--- src/rtl/pla_seq_eval_if.sv ---
// Handshake and configuration bundle for pla_seq_eval: vector in, result out,
// cube-table write port and status.
interface pla_seq_eval_if #(
  parameter int NUM_IN    = 7,
  parameter int NUM_OUT   = 10,
  parameter int NUM_TERMS = 64
);
  localparam int AW = (NUM_TERMS > 1) ? $clog2(NUM_TERMS) : 1;

  logic                  cfg_we;
  logic [AW-1:0]         cfg_addr;
  logic [2*NUM_IN-1:0]   cfg_in_mask;
  logic [NUM_OUT-1:0]    cfg_out_mask;
  logic                  cfg_en;
  logic                  cfg_err;

  logic                  in_valid;
  logic                  in_ready;
  logic [NUM_IN-1:0]     in_x;

  logic                  out_valid;
  logic                  out_ready;
  logic [NUM_OUT-1:0]    out_z;

  logic                  busy;

  modport master (
    output cfg_we, cfg_addr, cfg_in_mask, cfg_out_mask, cfg_en,
    output in_valid, in_x, out_ready,
    input  cfg_err, in_ready, out_valid, out_z, busy
  );

  modport slave (
    input  cfg_we, cfg_addr, cfg_in_mask, cfg_out_mask, cfg_en,
    input  in_valid, in_x, out_ready,
    output cfg_err, in_ready, out_valid, out_z, busy
  );
endinterface

--- src/rtl/pla_seq_eval.sv ---
// Run-time programmable sum-of-products PLA: the cube table is scanned
// TERMS_PER_CYCLE terms per cycle, with valid/ready on input and result.
module pla_seq_eval #(
  parameter int                 NUM_IN          = 7,
  parameter int                 NUM_OUT         = 10,
  parameter int                 NUM_TERMS       = 64,
  parameter int                 TERMS_PER_CYCLE = 4,
  parameter logic [NUM_OUT-1:0] OUT_PHASE       = {NUM_OUT{1'b0}}
) (
  input  logic           clk,
  input  logic           rst_n,
  pla_seq_eval_if.slave  bus
);

  // NUM_TERMS must be a multiple of TERMS_PER_CYCLE; the scan walks whole groups.
  localparam int NUM_GROUPS = NUM_TERMS / TERMS_PER_CYCLE;
  localparam int AW         = (NUM_TERMS > 1) ? $clog2(NUM_TERMS) : 1;
  localparam int GW         = (NUM_GROUPS > 1) ? $clog2(NUM_GROUPS) : 1;
  localparam logic [GW-1:0] LAST_GRP = GW'(NUM_GROUPS - 1);

  typedef enum logic [1:0] {
    ST_IDLE = 2'd0,
    ST_SCAN = 2'd1,
    ST_DONE = 2'd2
  } state_e;

  state_e               state_q, state_d;
  logic [NUM_IN-1:0]    x_q, x_d;
  logic [NUM_OUT-1:0]   acc_q, acc_d;
  logic [GW-1:0]        grp_q, grp_d;
  logic [NUM_OUT-1:0]   out_z_q, out_z_d;
  logic                 out_valid_q;
  logic                 in_ready_q;
  logic                 busy_q;
  logic                 cfg_err_q;

  logic [NUM_TERMS-1:0] en_q;
  logic [2*NUM_IN-1:0]  in_mask_q  [NUM_TERMS];
  logic [NUM_OUT-1:0]   out_mask_q [NUM_TERMS];

  logic [NUM_OUT-1:0]   contrib_s;
  logic                 accept_s;
  logic                 wr_en_s;

  // Field encoding per input: bit 0 admits x=0, bit 1 admits x=1 (00 never matches).
  function automatic logic term_match(input logic [2*NUM_IN-1:0] mask,
                                      input logic [NUM_IN-1:0]   x);
    logic ok;
    ok = 1'b1;
    for (int i = 0; i < NUM_IN; i++) begin
      if (x[i]) begin
        ok = ok & mask[2*i+1];
      end else begin
        ok = ok & mask[2*i];
      end
    end
    return ok;
  endfunction

  assign accept_s = bus.in_valid && in_ready_q;
  assign wr_en_s  = bus.cfg_we && (state_q == ST_IDLE);

  // OR-plane contribution of the group currently selected by grp_q.
  always_comb begin
    logic [AW-1:0] idx_v;
    idx_v     = {AW{1'b0}};
    contrib_s = {NUM_OUT{1'b0}};
    for (int t = 0; t < TERMS_PER_CYCLE; t++) begin
      idx_v = AW'(int'(grp_q) * TERMS_PER_CYCLE + t);
      if (en_q[idx_v] && term_match(in_mask_q[idx_v], x_q)) begin
        contrib_s = contrib_s | out_mask_q[idx_v];
      end else begin
        contrib_s = contrib_s;
      end
    end
  end

  // Next-state and datapath updates for the IDLE/SCAN/DONE sequencer.
  always_comb begin
    state_d = state_q;
    x_d     = x_q;
    acc_d   = acc_q;
    grp_d   = grp_q;
    out_z_d = out_z_q;
    case (state_q)
      ST_IDLE: begin
        if (accept_s) begin
          state_d = ST_SCAN;
          x_d     = bus.in_x;
          acc_d   = {NUM_OUT{1'b0}};
          grp_d   = {GW{1'b0}};
        end else begin
          state_d = ST_IDLE;
        end
      end
      ST_SCAN: begin
        acc_d = acc_q | contrib_s;
        if (grp_q == LAST_GRP) begin
          state_d = ST_DONE;
          grp_d   = {GW{1'b0}};
          out_z_d = (acc_q | contrib_s) ^ OUT_PHASE;
        end else begin
          grp_d   = grp_q + {{(GW-1){1'b0}}, 1'b1};
        end
      end
      ST_DONE: begin
        if (bus.out_ready) begin
          state_d = ST_IDLE;
        end else begin
          state_d = ST_DONE;
        end
      end
      default: begin
        state_d = ST_IDLE;
      end
    endcase
  end

  // Sequencer state plus handshake flags registered from the next state.
  always_ff @(posedge clk or negedge rst_n) begin
    if (!rst_n) begin
      state_q     <= ST_IDLE;
      x_q         <= {NUM_IN{1'b0}};
      acc_q       <= {NUM_OUT{1'b0}};
      grp_q       <= {GW{1'b0}};
      out_z_q     <= {NUM_OUT{1'b0}};
      out_valid_q <= 1'b0;
      in_ready_q  <= 1'b1;
      busy_q      <= 1'b0;
      cfg_err_q   <= 1'b0;
    end else begin
      state_q     <= state_d;
      x_q         <= x_d;
      acc_q       <= acc_d;
      grp_q       <= grp_d;
      out_z_q     <= out_z_d;
      out_valid_q <= (state_d == ST_DONE);
      in_ready_q  <= (state_d == ST_IDLE);
      busy_q      <= (state_d != ST_IDLE);
      cfg_err_q   <= bus.cfg_we && (state_q != ST_IDLE);
    end
  end

  // Term enables are the only table state cleared by reset.
  always_ff @(posedge clk or negedge rst_n) begin
    if (!rst_n) begin
      en_q <= {NUM_TERMS{1'b0}};
    end else if (wr_en_s) begin
      en_q[bus.cfg_addr] <= bus.cfg_en;
    end else begin
      en_q <= en_q;
    end
  end

  // Cube and OR-plane masks; contents are undefined until written.
  always_ff @(posedge clk) begin
    if (wr_en_s) begin
      in_mask_q[bus.cfg_addr]  <= bus.cfg_in_mask;
      out_mask_q[bus.cfg_addr] <= bus.cfg_out_mask;
    end
  end

  assign bus.out_z     = out_z_q;
  assign bus.out_valid = out_valid_q;
  assign bus.in_ready  = in_ready_q;
  assign bus.busy      = busy_q;
  assign bus.cfg_err   = cfg_err_q;

endmodule
--- src/flat_wrapper.sv ---
// flat-port wrapper written by rule: the top's interface ports become plain ports
module pla_seq_eval_flat 
#(
  parameter int                 NUM_IN          = 7,
  parameter int                 NUM_OUT         = 10,
  parameter int                 NUM_TERMS       = 64,
  parameter int                 TERMS_PER_CYCLE = 4,
  parameter logic [NUM_OUT-1:0] OUT_PHASE       = {NUM_OUT{1'b0}}
)
  (clk, rst_n, bus_cfg_we, bus_cfg_addr, bus_cfg_in_mask, bus_cfg_out_mask, bus_cfg_en, bus_in_valid, bus_in_x, bus_out_ready, bus_cfg_err, bus_in_ready, bus_out_valid, bus_out_z, bus_busy);
  pla_seq_eval_if #(.NUM_IN(NUM_IN), .NUM_OUT(NUM_OUT), .NUM_TERMS(NUM_TERMS)) bus_i ();
  input  logic clk;
  input  logic rst_n;
  input wire logic [$bits(bus_i.cfg_we)-1:0] bus_cfg_we;
  input wire logic [$bits(bus_i.cfg_addr)-1:0] bus_cfg_addr;
  input wire logic [$bits(bus_i.cfg_in_mask)-1:0] bus_cfg_in_mask;
  input wire logic [$bits(bus_i.cfg_out_mask)-1:0] bus_cfg_out_mask;
  input wire logic [$bits(bus_i.cfg_en)-1:0] bus_cfg_en;
  input wire logic [$bits(bus_i.in_valid)-1:0] bus_in_valid;
  input wire logic [$bits(bus_i.in_x)-1:0] bus_in_x;
  input wire logic [$bits(bus_i.out_ready)-1:0] bus_out_ready;
  output wire logic [$bits(bus_i.cfg_err)-1:0] bus_cfg_err;
  output wire logic [$bits(bus_i.in_ready)-1:0] bus_in_ready;
  output wire logic [$bits(bus_i.out_valid)-1:0] bus_out_valid;
  output wire logic [$bits(bus_i.out_z)-1:0] bus_out_z;
  output wire logic [$bits(bus_i.busy)-1:0] bus_busy;
  assign bus_i.cfg_we = bus_cfg_we;
  assign bus_i.cfg_addr = bus_cfg_addr;
  assign bus_i.cfg_in_mask = bus_cfg_in_mask;
  assign bus_i.cfg_out_mask = bus_cfg_out_mask;
  assign bus_i.cfg_en = bus_cfg_en;
  assign bus_i.in_valid = bus_in_valid;
  assign bus_i.in_x = bus_in_x;
  assign bus_i.out_ready = bus_out_ready;
  assign bus_cfg_err = bus_i.cfg_err;
  assign bus_in_ready = bus_i.in_ready;
  assign bus_out_valid = bus_i.out_valid;
  assign bus_out_z = bus_i.out_z;
  assign bus_busy = bus_i.busy;
  pla_seq_eval #(.NUM_IN(NUM_IN), .NUM_OUT(NUM_OUT), .NUM_TERMS(NUM_TERMS), .TERMS_PER_CYCLE(TERMS_PER_CYCLE), .OUT_PHASE(OUT_PHASE)) u_core (.clk(clk), .rst_n(rst_n), .bus(bus_i));
endmodule
--- config.mk ---
export PLATFORM = sky130hd
export DESIGN_NAME = pla_seq_eval_flat
export DESIGN_NICKNAME = d
export VERILOG_FILES = /design/src/rtl/pla_seq_eval_if.sv /design/src/rtl/pla_seq_eval.sv /design/src/flat_wrapper.sv
export SDC_FILE = /design/constraint.sdc
export NUM_CORES = 2
export LEC_CHECK = 0
export CORE_MARGIN = 3
export CORE_UTILIZATION = 40
export DETAILED_ROUTE_END_ITERATION = 7
export SLEW_MARGIN = 20
export SYNTH_ARGS = -nofsm -noshare
export SYNTH_HDL_FRONTEND = slang
export SYNTH_SLANG_ARGS = --single-unit
export TNS_END_PERCENT = 100
--- constraint.sdc ---
create_clock -name clk -period 3.9 [get_ports clk]
set_clock_uncertainty 0.05 [all_clocks]
set_input_delay 0.78 -clock clk [delete_from_list [all_inputs] [get_ports clk]]
set_output_delay 0.78 -clock clk [all_outputs]
set_load 0.02 [all_outputs]
==> out/qor_table.md <==
| Group | Parameter | Value |
|:---|:---|:---|
| run status | Outcome | finished clean |
| yosys | Number of unique standard cell types used by synthesis | 79 |
| routing | Routed length on met1 | 68100 microns |
| clock tree | Clock tree from TritonCTS | done |
| final layout | Most used cells in the layout excluding fill and tap cells | sky130_fd_sc_hd__edfxtp_1, sky130_fd_sc_hd__mux4_2, sky130_fd_sc_hd__mux2i_1, sky130_fd_sc_hd__buf_4, sky130_fd_sc_hd__clkbuf_16 |
| setup path | Startpoint of the most critical setup path | u_core.grp_q[0] |
| global route | Vias in the first global route | 31500 |
| placement | Gpl congestion | 0.809 |
| setup path | Largest incremental delay on the critical path | 0.56 ns |
| setup path | Largest delay contributor family on the critical path | simple AND/OR/NAND/NOR gates |
| setup path | Sort of element at the start of the critical path | flop |
| clock tree | CTS resizes | 0 |
| routing | Via count | 31200 |
| sta | Final count of negative-setup-slack endpoints | 0 |
| yosys | Area share of the leading cell type in the synthesized netlist | 0.727 |
| power | Logic gate share of total power | 0.244 |
| yosys | Number of synthesized register bits | 1637 |
| global route | Antenna violations before repair | 7 |
| floorplan | Chip Width | 404 microns |
| clock tree | Number of buffers added to fix hold violations after cts | 1 |
| global route | First-pass GRT wire length | 229000 microns |
| clock tree | Clock latency reported for the late side of the worst-skew pair | 0.81 ns |
| power | Net switching fraction of the power | 0.284 |
| routing | Number of iterations in the first detailed-routing pass | 5 |
| yosys | Sequential area share after synthesis | 0.766 |
| sta | Transition at the pin with the smallest max-transition slack | 1.05 ns |
| sta | Period Utilization, post-route | 0.940 |
| global route | Total routing usage reported by global routing | 0.195 |
| setup path | Cells along the critical path | buf_12 -> buf_12 -> or2_0 -> nor3_1 -> nor4_1 -> o32ai_1 -> nand4_1 -> a21oi_2 -> buf_4 -> nand2_1 -> and4_1 -> a21oi_1 |
| clock tree | CTS Buffer Depth | 3 |
| power | Share of total power in sequential cells | 0.423 |
| setup path | Reg-to-reg slack, setup | 0.23 ns |
| clock tree | Total clock buffers created by CTS | 166 |
| setup path | Capture point of the worst path | u_core.bus.out_z[4] |
| final layout | Total non-filler cell area in the finished layout | 74100 sq um |
| sta | Final Worst Setup Slack | 0.232 ns |
| setup path | Logic depth of the worst register-to-register path | 12 |
| floorplan | I/O Pins | 57 |
| worst hold path | Worst hold-check path type | in2reg |
| routing | Number of design-rule violations left by the first detailed-router iteration | 3098 |
| yosys | Post-synthesis area per instance | 21.4 sq um |
| global route | Remaining global-route overflow | 0 |
| sta | Slew Limit Fails | 0 |
| power | PwrDens | 637 nW/um^2 |
| setup path | Class of the most critical setup path | reg2reg |
| routing | Highest signal layer in the routed design | met5 |
| setup path | Cell repeated most along the worst path | sky130_fd_sc_hd__buf_12 |
| placement | Input/output buffers | 56 |
| placement | Dpl hpwl | 98600 microns |
| setup path | Critical Path End Type | flop |
| final layout | Layout cell share with drive strength beyond 1 | 0.296 |
| floorplan | Initial core utilization | 0.405 |
| clock tree | Number of clock sinks | 1637 |
| sta | Final hold violations | 0 |
| setup path | Logic depth of the worst path, buffers included | 12 |
| power | Power spent charging and discharging nets | 13400 uW |
| setup path | Destination of the worst register-to-register timing path | u_core.bus.out_z[4] |
| placement | Worst slack, placed | 0.279 ns |
| sta | WHS | 0.374 ns |
| power | Clk network pwr share | 0.333 |
| yosys | Primary flip-flop cell chosen by synthesis mapping | sky130_fd_sc_hd__edfxtp_1 |
| final layout | Most frequent standard cell in the layout excluding fill and tap cells | sky130_fd_sc_hd__edfxtp_1 |
| yosys | Async set-reset flop share out of synthesis | 0.0617 |
| sta | Unrepaired setup endpoints after global routing | no |
| setup path | Crit path required time | 4.56 ns |
| yosys | Post-synthesis instance area | 63500 sq um |
| power | Worst supply voltage drop on vdd | 493 uV |
| routing | Post-detailed-route DRC marker count | 0 |
| setup path | Combined buffer and inverter count along the critical path | 3 |
| routing | Met2 WL post-DR | 76300 microns |
| yosys | Number of enable-type register cells in the synthesized netlist | 1536 |
| sta | Setup_tns | 0 ns |
| floorplan | Die footprint | 164000 sq um |
| final layout | Synth-to-Final Area Change | 16.8% |
| power | Design internal power | 33800 uW |
| yosys | Net Count, Synth | 3004 |
| clock tree | Clock Pin Slew Worst Setup and Hold Paths | 0.06 ns |
| setup path | Critical path fanouts, max | 18 |
| yosys | Biggest area consumer among synthesized cells | sky130_fd_sc_hd__edfxtp_1 |
| yosys | Synth Instances | 2960 |
| yosys | Cell types occupying the most area after synthesis | sky130_fd_sc_hd__edfxtp_1, sky130_fd_sc_hd__mux4_2, sky130_fd_sc_hd__dfrtp_1 |
| floorplan | Y dimension of the die | 404 microns |
| routing | Mean routed wirelength per cell | 28.9 microns |
| sta | Final critical path time including I/O delays and setup | 3.67 ns |
| clock tree | Clock tree root driver cell | sky130_fd_sc_hd__clkbuf_16 |
| routing | Wire length after detailed routing | 159000 microns |
| job | Max Cap Viol | 0 |
| routing | Via density | 5.66 |
| final layout | Number of nets in the final layout | 3345 |
| power | Static power due to leakage | 0.0242 uW |
| placement | Area after detailed placement | 68700 sq um |
| sta | Top achievable clock speed | 0.273 GHz |
| setup path | Data arrival at the endpoint of the critical path | 4.33 ns |
| routing | Met3 Routed Length | 10600 microns |
| global route | Pin count of the biggest net entering global routing | 77 |
| routing | Antenna violation net count after detailed routing | 0 |
| floorplan | Placeable core area | 157000 sq um |
| floorplan | Number of placement rows | 145 |
| yosys | Total number of yosys warnings | 0 |
| setup path | Slowest stage cell, crit path | sky130_fd_sc_hd__dfrtp_4 |
| setup path | Critical R2R Launch | u_core.grp_q[0] |
| clock tree | Number of setup buffers added after CTS | 0 |
| clock tree | Level count of the clock H-tree | 4 |
| sta | Worst slew slack as a fraction of its limit | 0.300 |
==> how the worst min path moves through the flow <==
stage	startpoint	to	slack [ns]	cells past startpoint
2_1_floorplan	u_core.acc_q[0]	u_core.acc_q[0]	0.41	2
3_3_place_gp	u_core.acc_q[6]	u_core.acc_q[6]	0.42	2
3_5_place_dp	u_core.acc_q[6]	u_core.acc_q[6]	0.43	2
4_1_cts	bus_cfg_in_mask[7]	u_core.in_mask_q[60][7]	0.34	1
5_1_grt	bus_cfg_in_mask[7]	u_core.in_mask_q[60][7]	0.37	1
6_report	bus_cfg_in_mask[7]	u_core.in_mask_q[60][7]	0.37	1
==> metrics by stage <==
stage	utilization	power, uW	cells
floorplan	-	28100	2960
global placement	0.437	32000	5189
detailed placement	0.438	32000	5190
CTS	0.472	47700	5502
global route	0.472	48900	5502
finish	0.472	47200	5506
==> state kept, by name, summed over array words and instances (netlist names), 2 cells and up <==
register           cells
u_core.acc_q          10
u_core.bus.out_z      10
u_core.en_q           64
u_core.grp_q           4
u_core.in_mask_q     896
u_core.out_mask_q    640
u_core.state_q         2
u_core.x_q             7
==> power groups by stage <==
stage          Clock [uW]  Sequential (uW)  Combinational (uW)
4_1_cts             16100            20000               11700
3_5_place_dp            0            20300               11700
6_report            15700            20000               11500
3_3_place_gp            0            20300               11600
5_1_grt             16700            20000               12200
2_1_floorplan           0            20000                8050
==> worst register-to-register path, delay by kind of cell, from the launching register on <==
kind            cells  cell delay (ns)
buf+inv             3             0.67
simple gates        6             1.62
flops               1             0.56
compound gates      3             0.69
==> metal layers <==
metal / global-route usage / up-vias
met3: 0.0402 / 234
met2: 0.307 / 1161
met1: 0.276 / 16700
met5: 0 / -
met4: 0.0600 / 4
li1: - / 13000
==> layout make-up <==
type                            instances  area, sq um
Sequential cell                      1637        48700
Antenna cell                            4         10.0
Fill cell                           12800        82800
Clock buffer                          212         4450
Inverter                               12         47.5
Tap cell                             2058         2570
Clock inverter                         99          967
Multi-Input combinational cell       1166        14100
Timing Repair Buffer                  318         3260
==> Yosys cell counts (all sizes together) (5+ instances only) <==
| library cell | count |
|---|---|
| o221ai | 6 |
| clkbuf | 42 |
| mux4 | 334 |
| a21oi | 31 |
| nand3 | 21 |
| nor2b | 15 |
| a31oi | 10 |
| mux2i | 213 |
| buf | 101 |
| nor4 | 32 |
| dfrtp | 100 |
| o211ai | 8 |
| a211oi | 7 |
| nand2 | 93 |
| edfxtp | 1536 |
| a32oi | 5 |
| and2 | 6 |
| a22oi | 15 |
| o22ai | 9 |
| inv | 8 |
| o41ai | 9 |
| a221oi | 9 |
| nor2 | 106 |
| mux2 | 88 |
| and3 | 5 |
| o21ai | 35 |
| nor3 | 41 |
| nand2b | 13 |
==> cells by family (layout without fill, tap and decap cells) <==
family                     Yosys count  count (layout)  share of synthesized area
DFF                               1637            1637                      0.766
muxes                              635             635                      0.170
and+or+nand+nor                    359             359                     0.0275
AOI/OAI and AO/OA                  171             171                     0.0191
buffers and inverters              157             641                     0.0173
adders and majority gates            1               1                   0.000197
other                                0               4                          0
Power figures use the tool's default switching activity.
